===== config.mk =====
export PLATFORM = sky130hd
export DESIGN_NAME = t09_lcd_bus_arbiter
export DESIGN_NICKNAME = d
export VERILOG_FILES = /design/src/rtl/t09_lcd_pkg.sv /design/src/rtl/t09_lcd_bus_arbiter_wr_strobe.sv /design/src/rtl/t09_lcd_bus_arbiter.sv
export SDC_FILE = /design/constraint.sdc
export NUM_CORES = 1
export LEC_CHECK = 0
export ABC_AREA = 1
export CORE_MARGIN = 2
export CORE_UTILIZATION = 46
export DETAILED_ROUTE_END_ITERATION = 8
export GPL_TIMING_DRIVEN = 0
export MAX_ROUTING_LAYER = met4
export PLACE_DENSITY = 0.83
export SYNTH_ARGS = -nofsm -noshare
export SYNTH_HDL_FRONTEND = slang
export SYNTH_SLANG_ARGS = --single-unit
export TNS_END_PERCENT = 10

===== constraint.sdc =====
create_clock -name clk -period 3.05 [get_ports clk]
set_clock_uncertainty 0.15 [all_clocks]
set_input_delay 0.305 -clock clk [delete_from_list [all_inputs] [get_ports clk]]
set_output_delay 0.305 -clock clk [all_outputs]
set_load 0.05 [all_outputs]

===== src/rtl/t09_lcd_pkg.sv =====
// Shared definitions for the LCD write path: state encoding, default strobe
// timing, the per-byte beat record and small helpers used by the bus logic.
package t09_lcd_pkg;

  localparam logic [1:0] ST_IDLE  = 2'd0;
  localparam logic [1:0] ST_WR_LO = 2'd1;
  localparam logic [1:0] ST_WR_HI = 2'd2;
  localparam logic [1:0] ST_HOLD  = 2'd3;

  localparam int DEF_WR_LOW_CYC  = 2;
  localparam int DEF_WR_HIGH_CYC = 2;
  localparam int CNT_W           = 4;

  typedef logic [CNT_W-1:0] cnt_t;

  typedef struct packed {
    logic [7:0] data;
    logic       dcx;
    logic       last;
  } lcd_beat_t;

  // Counter load for a phase lasting cyc cycles (counts down to zero).
  function automatic cnt_t cyc_load(input int unsigned cyc);
    return cnt_t'(cyc - 1);
  endfunction

  // Round-robin pick between two requesters; a tie goes to the one that did
  // not own the previous burst.
  function automatic logic rr_pick(input logic v0, input logic v1,
                                   input logic last_owner);
    if (v0 && v1) return ~last_owner;
    return v1;
  endfunction

endpackage


===== src/rtl/t09_lcd_bus_arbiter_wr_strobe.sv =====
// Write-strobe timing: one start pulse launches a WR_LO/WR_HI sequence; done
// marks the final WR_HI cycle, where a new start chains the next byte.
module t09_wr_strobe_gen
  import t09_lcd_pkg::*;
#(
  parameter int WR_LOW_CYC  = DEF_WR_LOW_CYC,
  parameter int WR_HIGH_CYC = DEF_WR_HIGH_CYC
) (
  input  logic       clk,
  input  logic       nrst,
  input  logic       start,
  output logic [1:0] phase,
  output logic       wr,
  output logic       done
);

  localparam cnt_t LOW_LOAD  = cyc_load(WR_LOW_CYC);
  localparam cnt_t HIGH_LOAD = cyc_load(WR_HIGH_CYC);

  logic [1:0] phase_q;
  cnt_t       cnt_q;

  // NOTE: sequential state uses non-blocking assignments so every register
  // samples the pre-edge values of the others.
  always_ff @(posedge clk) begin
    if (!nrst) begin
      phase_q <= ST_IDLE;
      cnt_q   <= '0;
    end else begin
      case (phase_q)
        ST_WR_LO: begin
          if (cnt_q == '0) begin
            phase_q <= ST_WR_HI;
            cnt_q   <= HIGH_LOAD;
          end else begin
            cnt_q <= cnt_q - cnt_t'(1);
          end
        end
        ST_WR_HI: begin
          if (cnt_q != '0) begin
            cnt_q <= cnt_q - cnt_t'(1);
          end else if (start) begin
            phase_q <= ST_WR_LO;
            cnt_q   <= LOW_LOAD;
          end else begin
            phase_q <= ST_IDLE;
            cnt_q   <= '0;
          end
        end
        default: begin
          if (start) begin
            phase_q <= ST_WR_LO;
            cnt_q   <= LOW_LOAD;
          end else begin
            phase_q <= ST_IDLE;
            cnt_q   <= '0;
          end
        end
      endcase
    end
  end

  assign phase = phase_q;
  assign wr    = (phase_q != ST_WR_LO);
  assign done  = (phase_q == ST_WR_HI) && (cnt_q == '0);

endmodule


===== src/rtl/t09_lcd_bus_arbiter.sv =====
// Two-requester LCD 8080-style write arbiter: round-robin burst ownership,
// HOLD while the owner pauses mid-burst, strobe timing in t09_wr_strobe_gen.
module t09_lcd_bus_arbiter
  import t09_lcd_pkg::*;
#(
  parameter int WR_LOW_CYC  = DEF_WR_LOW_CYC,
  parameter int WR_HIGH_CYC = DEF_WR_HIGH_CYC
) (
  input  logic       clk,
  input  logic       nrst,
  input  logic       req0_valid,
  input  logic [7:0] req0_byte,
  input  logic       req0_dcx,
  input  logic       req0_last,
  output logic       req0_ready,
  input  logic       req1_valid,
  input  logic [7:0] req1_byte,
  input  logic       req1_dcx,
  input  logic       req1_last,
  output logic       req1_ready,
  output logic       wr,
  output logic       dcx,
  output logic [7:0] D,
  output logic       csx,
  output logic       owner,
  output logic       busy
);

  logic [1:0] phase;
  logic [1:0] state;
  logic       strobe_done;
  logic       hold_q;
  logic       cur_last_q;
  logic       owner_q;
  logic       last_owner_q;
  logic [7:0] d_q;
  logic       dcx_q;

  logic       accept;
  logic       sel;
  logic       owner_valid;
  lcd_beat_t  beat;

  // HOLD is the only state the strobe generator does not know about.
  assign state       = hold_q ? ST_HOLD : phase;
  assign owner_valid = owner_q ? req1_valid : req0_valid;

  // NOTE: every signal written here gets a default first, so no path through
  // the case leaves it unassigned and no latch is inferred.
  always_comb begin
    accept = 1'b0;
    sel    = owner_q;
    case (state)
      ST_IDLE: begin
        sel    = rr_pick(req0_valid, req1_valid, last_owner_q);
        accept = req0_valid | req1_valid;
      end
      ST_WR_HI: accept = strobe_done & ~cur_last_q & owner_valid;
      ST_HOLD:  accept = owner_valid;
      default:  accept = 1'b0;
    endcase
    if (!nrst) accept = 1'b0;
  end

  assign beat = sel ? lcd_beat_t'{req1_byte, req1_dcx, req1_last}
                    : lcd_beat_t'{req0_byte, req0_dcx, req0_last};

  assign req0_ready = accept & ~sel;
  assign req1_ready = accept & sel;

  t09_wr_strobe_gen #(
    .WR_LOW_CYC (WR_LOW_CYC),
    .WR_HIGH_CYC(WR_HIGH_CYC)
  ) u_strobe (
    .clk  (clk),
    .nrst (nrst),
    .start(accept),
    .phase(phase),
    .wr   (wr),
    .done (strobe_done)
  );

  always_ff @(posedge clk) begin
    if (!nrst) begin
      hold_q       <= 1'b0;
      cur_last_q   <= 1'b0;
      owner_q      <= 1'b0;
      last_owner_q <= 1'b1;
      d_q          <= 8'h00;
      dcx_q        <= 1'b0;
    end else if (accept) begin
      d_q        <= beat.data;
      dcx_q      <= beat.dcx;
      cur_last_q <= beat.last;
      owner_q    <= sel;
      hold_q     <= 1'b0;
    end else if (strobe_done) begin
      // Burst end records the owner for the next tie; otherwise the owner
      // has stalled and keeps the bus selected.
      if (cur_last_q) last_owner_q <= owner_q;
      else            hold_q       <= 1'b1;
    end
  end

  assign csx   = (state == ST_IDLE);
  assign busy  = (state != ST_IDLE);
  assign D     = d_q;
  assign dcx   = dcx_q;
  assign owner = owner_q;

endmodule


# ---- Word level (Yosys, flattened, before mapping)
# Index checks and enable logic that the tools add are counted.
dict set report word_totals {
  reg_bits 19
  in_bits 24
  elab_cells 54
}
dict set report op_classes {
  add_sub_neg 1
  n_eq_ne 7
  muxes 18
  n_bitwise 10
  n_reduce_logical 10
}
# cell n
set op_table {}
lappend op_table {{$mux W10} 1}
lappend op_table {{$mux W1} 9}
lappend op_table {{$mux W4} 2}
lappend op_table {{$pmux W4 S2} 1}
lappend op_table {{$eq A2 B2 Y1 const B} 3}
lappend op_table {{$mux W2} 3}
lappend op_table {{$not A1 Y1} 5}
lappend op_table {{$and A1 B1 Y1} 4}
lappend op_table {{$logic_not A4 Y1} 1}
lappend op_table {{$ne A2 B1 Y1 const B} 2}
lappend op_table {{$pmux W2 S2} 1}
lappend op_table {{$reduce_and A2 Y1} 2}
lappend op_table {{$reduce_bool A4 Y1} 1}
lappend op_table {{$sub A4 B1 Y4 const B} 1}
lappend op_table {{$pmux W1 S3} 1}
lappend op_table {{$reduce_and A3 Y1} 1}
lappend op_table {{$eq A2 B1 Y1 const B} 1}
lappend op_table {{$logic_and A1 B1 Y1} 2}
lappend op_table {{$logic_not A2 Y1} 1}
lappend op_table {{$ne A2 B2 Y1 const B} 1}
lappend op_table {{$reduce_bool A2 Y1} 1}
lappend op_table {{$reduce_or A2 Y1} 1}
lappend op_table {{$or A1 B1 Y1} 1}

# ---- Logic depth before layout (Yosys ltp)
dict set report logic_depth {
  ltp_word 9
  depth_mapped 10
  mapped_depth_nobuf 10
}

# ---- By module
# From an unflattened synthesis, not the netlist that was laid out.
dict set report unflattened {
  hier_cells 153
  hier_area_um2 1048.5
}
# mod instances cells_per_inst area_each_um2
set by_module_without_submodules {}
lappend by_module_without_submodules {t09_lcd_bus_arbiter 1 110 713.2}
lappend by_module_without_submodules {t09_wr_strobe_gen 1 43 335.3}

# ---- Worst setup path before layout
# No wires, ideal clock.
dict set report synth_timing {
  path_type {reg2out}
  startpoint {register hold_q}
  endpoint {output req0_ready}
  arrival_time_ps 2056
  setup_slack_ps 539
  path_stages_with_launch 9
  path_cell_list {dfxtp_1 nor2_2 nand2_2 inv_2 o21ai_2 nand2_4 nand2_2 buf_6 nor2_1}
}
dict set report synth_between {
  elab_chain_len 5
  elab_cells_between_ends 9
  classes_between {2 x eq/ne; 4 x mux; 2 x bitwise; 1 x reduce/logical}
}
# element line
set synth_lines {}
lappend synth_lines {{from (decl)} t09_lcd_bus_arbiter.sv:32} ;# logic hold_q;
lappend synth_lines {{from (signal assigned)} t09_lcd_bus_arbiter.sv:85} ;# hold_q <= 1'b0;
lappend synth_lines {{from (signal assigned)} t09_lcd_bus_arbiter.sv:96} ;# hold_q <= 1'b0;
lappend synth_lines {{from (signal assigned)} t09_lcd_bus_arbiter.sv:101} ;# else hold_q <= 1'b1;
lappend synth_lines {{$mux W2 *} t09_lcd_bus_arbiter.sv:45} ;# assign state = hold_q ? ST_HOLD : phase;
lappend synth_lines {{$logic_not A2 Y1 *} --}
lappend synth_lines {{via csx} t09_lcd_bus_arbiter.sv:24} ;# output logic csx,
lappend synth_lines {{$pmux W1 S3 or $mux W1 (tied branches)} t09_lcd_bus_arbiter.sv:53} ;# case (state)
lappend synth_lines {{$mux W1 or $not A1 Y1 (tied branches)} {t09_lcd_bus_arbiter.sv:62, t09_lcd_bus_arbiter.sv:68}}
lappend synth_lines {{$and A1 B1 Y1 *} t09_lcd_bus_arbiter.sv:68} ;# assign req0_ready = accept & ~sel;
lappend synth_lines {{to (decl)} t09_lcd_bus_arbiter.sv:15} ;# output logic req0_ready,
# The timed path passes the listed nets; every way through them passes the cells marked *.

# ---- Worst setup path after layout
dict set report layout_timing {
  startpoint {register u_strobe.phase_q[0] (netlist: u_strobe.phase[0])}
  endpoint {output req1_ready}
}
dict set report layout_between {
  elab_chain_len 7
  elab_cells_between_ends 12
  classes_between {3 x eq/ne; 4 x mux; 3 x bitwise; 2 x reduce/logical}
}
# element line
set layout_lines {}
lappend layout_lines {{from (decl)} t09_lcd_bus_arbiter_wr_strobe.sv:20} ;# logic [1:0] phase_q;
lappend layout_lines {{from (signal assigned)} t09_lcd_bus_arbiter_wr_strobe.sv:27} ;# phase_q <= ST_IDLE;
lappend layout_lines {{from (signal assigned)} t09_lcd_bus_arbiter_wr_strobe.sv:33} ;# phase_q <= ST_WR_HI;
lappend layout_lines {{from (signal assigned)} t09_lcd_bus_arbiter_wr_strobe.sv:43} ;# phase_q <= ST_WR_LO;
lappend layout_lines {{$eq A2 B2 Y1} t09_lcd_bus_arbiter_wr_strobe.sv:65} ;# assign done = (phase_q == ST_WR_HI) && (cnt_q == '0);
lappend layout_lines {{$logic_and A1 B1 Y1} t09_lcd_bus_arbiter_wr_strobe.sv:65}
lappend layout_lines {{$and A1 B1 Y1 (2 in series)} t09_lcd_bus_arbiter.sv:58} ;# ST_WR_HI: accept = strobe_done & ~cur_last_q & owner_valid;
lappend layout_lines {{$pmux W1 S3} t09_lcd_bus_arbiter.sv:53}
lappend layout_lines {{$mux W1} t09_lcd_bus_arbiter.sv:62} ;# if (!nrst) accept = 1'b0;
lappend layout_lines {{$and A1 B1 Y1 *} t09_lcd_bus_arbiter.sv:69} ;# assign req1_ready = accept & sel;
lappend layout_lines {{to (decl)} t09_lcd_bus_arbiter.sv:20} ;# output logic req1_ready,
# Mark *: on every way between the ends. The rest lies on a longest branch, timed or not.

==> qor.txt <==
register area share after synthesis - 37.30%
Syn. warnings - 0
worst-margin pin slew - 0.5254 ns
Period minus WS final - 2.540 ns
hold path start - nrst
synthesized instance count - 150
total overflow reported by the global router - 0
TritonCTS clock tree - yes
Core Region - 0.002148 mm2
dominant combinational cell family by area after synthesis - simple AND/OR/NAND/NOR gates
number of core rows - 17
compound-gate portion of the synthesized area - 16.69%
number of cells on the worst reg-to-reg path - 10
worst-case vdd ir drop - 0.0003889 V
share of synthesized registers carrying an async set or reset - 0%
count of nets left with antenna violations after detail routing - 0
leakage power - 0.0006464 uW
fmax - 0.3938 GHz
distinct cell type count of the synthesized netlist - 24
first-pass GRT wire length - 4.422 mm
run status - finished clean
Via-to-Cell Ratio - 5.032
Total Nets Final - 218
combined area of all synthesized cells - 0.001020 mm2
worst hold path class - input pin to flop
Final TNS setup - 0 ns
Reg area - 380.4 um2
via count - 1102
Primary FF master, synth - sky130_fd_sc_hd__dfxtp_1
start-to-end type of the worst setup path - flop to output pin
Worst Hold Path Cells - 3
number of failing hold endpoints at the final stage - 0
drt pass-1 iters - 4
share of synthesized cell area in and, or, nand and nor gates - 30.18%
Final GP Congestion - 0.7875
Power Dens Cells - 459.1 mW/mm2
final routed wire length divided by cell count - 12.37 um
Setup Viol. Count Final - 0
total CTS buffers - 3
DRC violations left - 0
Post-Syn Nets - 176
element type at the critical path end - output pin
Root Buffer Master - sky130_fd_sc_hd__clkbuf_4
number of instances resized during post-cts repair - 0
CTS H-tree depth - 1
number of buffers inserted to repair setup after CTS - 0
wire length reported by the detailed router - 2.710 mm
Skew-Pair Late Insertion Delay - 0.30 ns
width of the die - 51.08 um
number of synthesized flops with an enable pin - 0
hold bufs inserted after CTS - 0
Iteration-0 DRC Markers - 20
critical path data required time - 2.59 ns
area growth from synthesis to layout - 42.94%
initial antenna violation count - 0
worst r2r src - u_strobe.phase[0]
flip-flop and latch count after synthesis - 19
summed area of non-filler cells in the final layout - 0.001458 mm2
initial standard-cell utilization of the core - 47.47%
capturing point of the worst reg2reg path - D[5]
Critical Path Source - u_strobe.phase[0]
crit path max fanout - 10
multi-input gate area in the final layout - 503.0 um2
R2R setup slack - 1.31 ns
number of global-route vias before repair - 1075
die area - 0.002609 mm2
maximum clock path buffer count - 2
synthesized-area fraction occupied by adder cells - 2.454%
Rel. slew slack - 64.92%
share of post-route cells with drive strength above 1 - 9.424%
Filler Cell Count - 179
CTS sink cnt - 19
maximum number of pins on one net before global-route repair - 12
post-route clock period utilization - 83.27%
Avg Synthesized Cell Area - 6.798 um2
unrepaired setup endpoints after global routing - false
Die H - 51.08 um
GRT Util Overall - 23.38%
critical path startpoint category - flop
portion of netlist area occupied by mux cells - 0%
Reg clk slew, reported paths - 0.11 ns
final-report max-slew violation count - 0
most common cell after layout, fill and taps aside - sky130_fd_sc_hd__clkdlybuf4s50_1
Max Cap Viol - 0
Min-Delay Endpoint - D[1]
HPWL after detailed placement - 2.084 mm
total placed instance area - 0.001425 mm2
synthesized-area fraction occupied by xor and xnor cells - 0%
IO Pins - 39
Worst Path Arrival - 2.08 ns
IO Port Bufs - 37
commonest non-fill, non-tap cells in the layout - sky130_fd_sc_hd__clkdlybuf4s50_1 (35), sky130_fd_sc_hd__nand2_1 (34), sky130_fd_sc_hd__inv_1 (20)
diodes inserted - 0
==> synth_stat cells (2+ instances only) <==
library cell	number	area (um2)
sky130_fd_sc_hd__clkbuf_1	2	7.510
sky130_fd_sc_hd__inv_2	2	7.510
sky130_fd_sc_hd__nand2_2	2	12.51
sky130_fd_sc_hd__nor3_1	2	10.01
sky130_fd_sc_hd__a21oi_1	15	75.07
sky130_fd_sc_hd__ha_1	2	25.02
sky130_fd_sc_hd__nand3_1	14	70.07
sky130_fd_sc_hd__nand2_1	34	127.6
sky130_fd_sc_hd__nand4_1	3	18.77
sky130_fd_sc_hd__dfxtp_1	19	380.4
sky130_fd_sc_hd__o21ai_1	10	50.05
sky130_fd_sc_hd__buf_6	3	33.78
sky130_fd_sc_hd__inv_1	20	75.07
sky130_fd_sc_hd__nor2_1	12	45.04
==> state kept, by name, indices dropped and copies added (netlist names) <==
signal,flops
D,8
hold_q,1
last_owner_q,1
u_strobe.cnt_q,4
u_strobe.phase,2
dcx,1
cur_last_q,1
owner,1
==> critical path, stage by stage (launching register included) <==
cell and delay, ns:
sky130_fd_sc_hd__dfxtp_1 0.37, sky130_fd_sc_hd__inv_2 0.09, sky130_fd_sc_hd__ha_1 0.20, sky130_fd_sc_hd__nand4_1 0.10
sky130_fd_sc_hd__nand2_1 0.07, sky130_fd_sc_hd__nand2_1 0.08, sky130_fd_sc_hd__nand2_4 0.11, sky130_fd_sc_hd__buf_4 0.18
sky130_fd_sc_hd__nand3_1 0.09, sky130_fd_sc_hd__inv_1 0.06, sky130_fd_sc_hd__dlymetal6s2s_1 0.42
==> per-stage QoR <==
| step | instances | total power (uW) | hold slack, ns | utilization, % | setup slack [ns] |
|---|---|---|---|---|---|
| after global placement | 215 | 538.1 | 0.2751 | 66.34 | 0.2230 |
| after floorplan | 150 | 454.3 | 0.2676 | - | 0.5393 |
| after CTS | 219 | 671.8 | 0.2234 | 67.62 | 0.1207 |
| after global routing | 219 | 704.1 | 0.2483 | 67.85 | 0.3384 |
| after detailed placement | 215 | 545.1 | 0.2928 | 66.34 | 0.2114 |
| final | 219 | 669.3 | 0.2216 | 67.85 | 0.5104 |
==> how the worst max path moves through the flow <==
stage                       endpoint  slack, ns
after floorplan           req0_ready       0.54
after global placement    req1_ready       0.22
after detailed placement  req1_ready       0.21
after CTS                 req1_ready       0.12
final                     req1_ready       0.51
after global routing      req1_ready       0.34
==> where the power goes <==
part / internal [uW] / switching [uW]
logic: 102 / 161
registers: 265 / 11.9
clock network: 48.9 / 80.7
total: 416 / 253
==> routing by layer <==
metal	GRT usage (%)	up-vias	share of wire, %
met2	41.34	27	52
met5	-	-	0
li1	-	564	-
met4	13.51	0	2.7
met1	24.45	505	42
met3	3.801	6	3.6
==> cell families after synthesis <==
family	after synthesis
AO/OA/AOI/OAI	30
buffers and inverters	29
adder cells (fa/ha/maj)	2
flip-flops	19
AND/OR/NAND/NOR	70
==> final cells by class <==
| class | instances | area share, % |
|---|---|---|
| multi-input combinational | 102 | 34.51 |
| sequential | 19 | 26.09 |
| timing repair buffer | 37 | 25.75 |
| inverter | 22 | 5.665 |
| buffer | 7 | 3.691 |
| tap | 28 | 2.403 |
| clock buffer | 3 | 1.545 |
| clock inverter | 1 | 0.3433 |
Note: power is estimated with default switching activity, not from simulation.
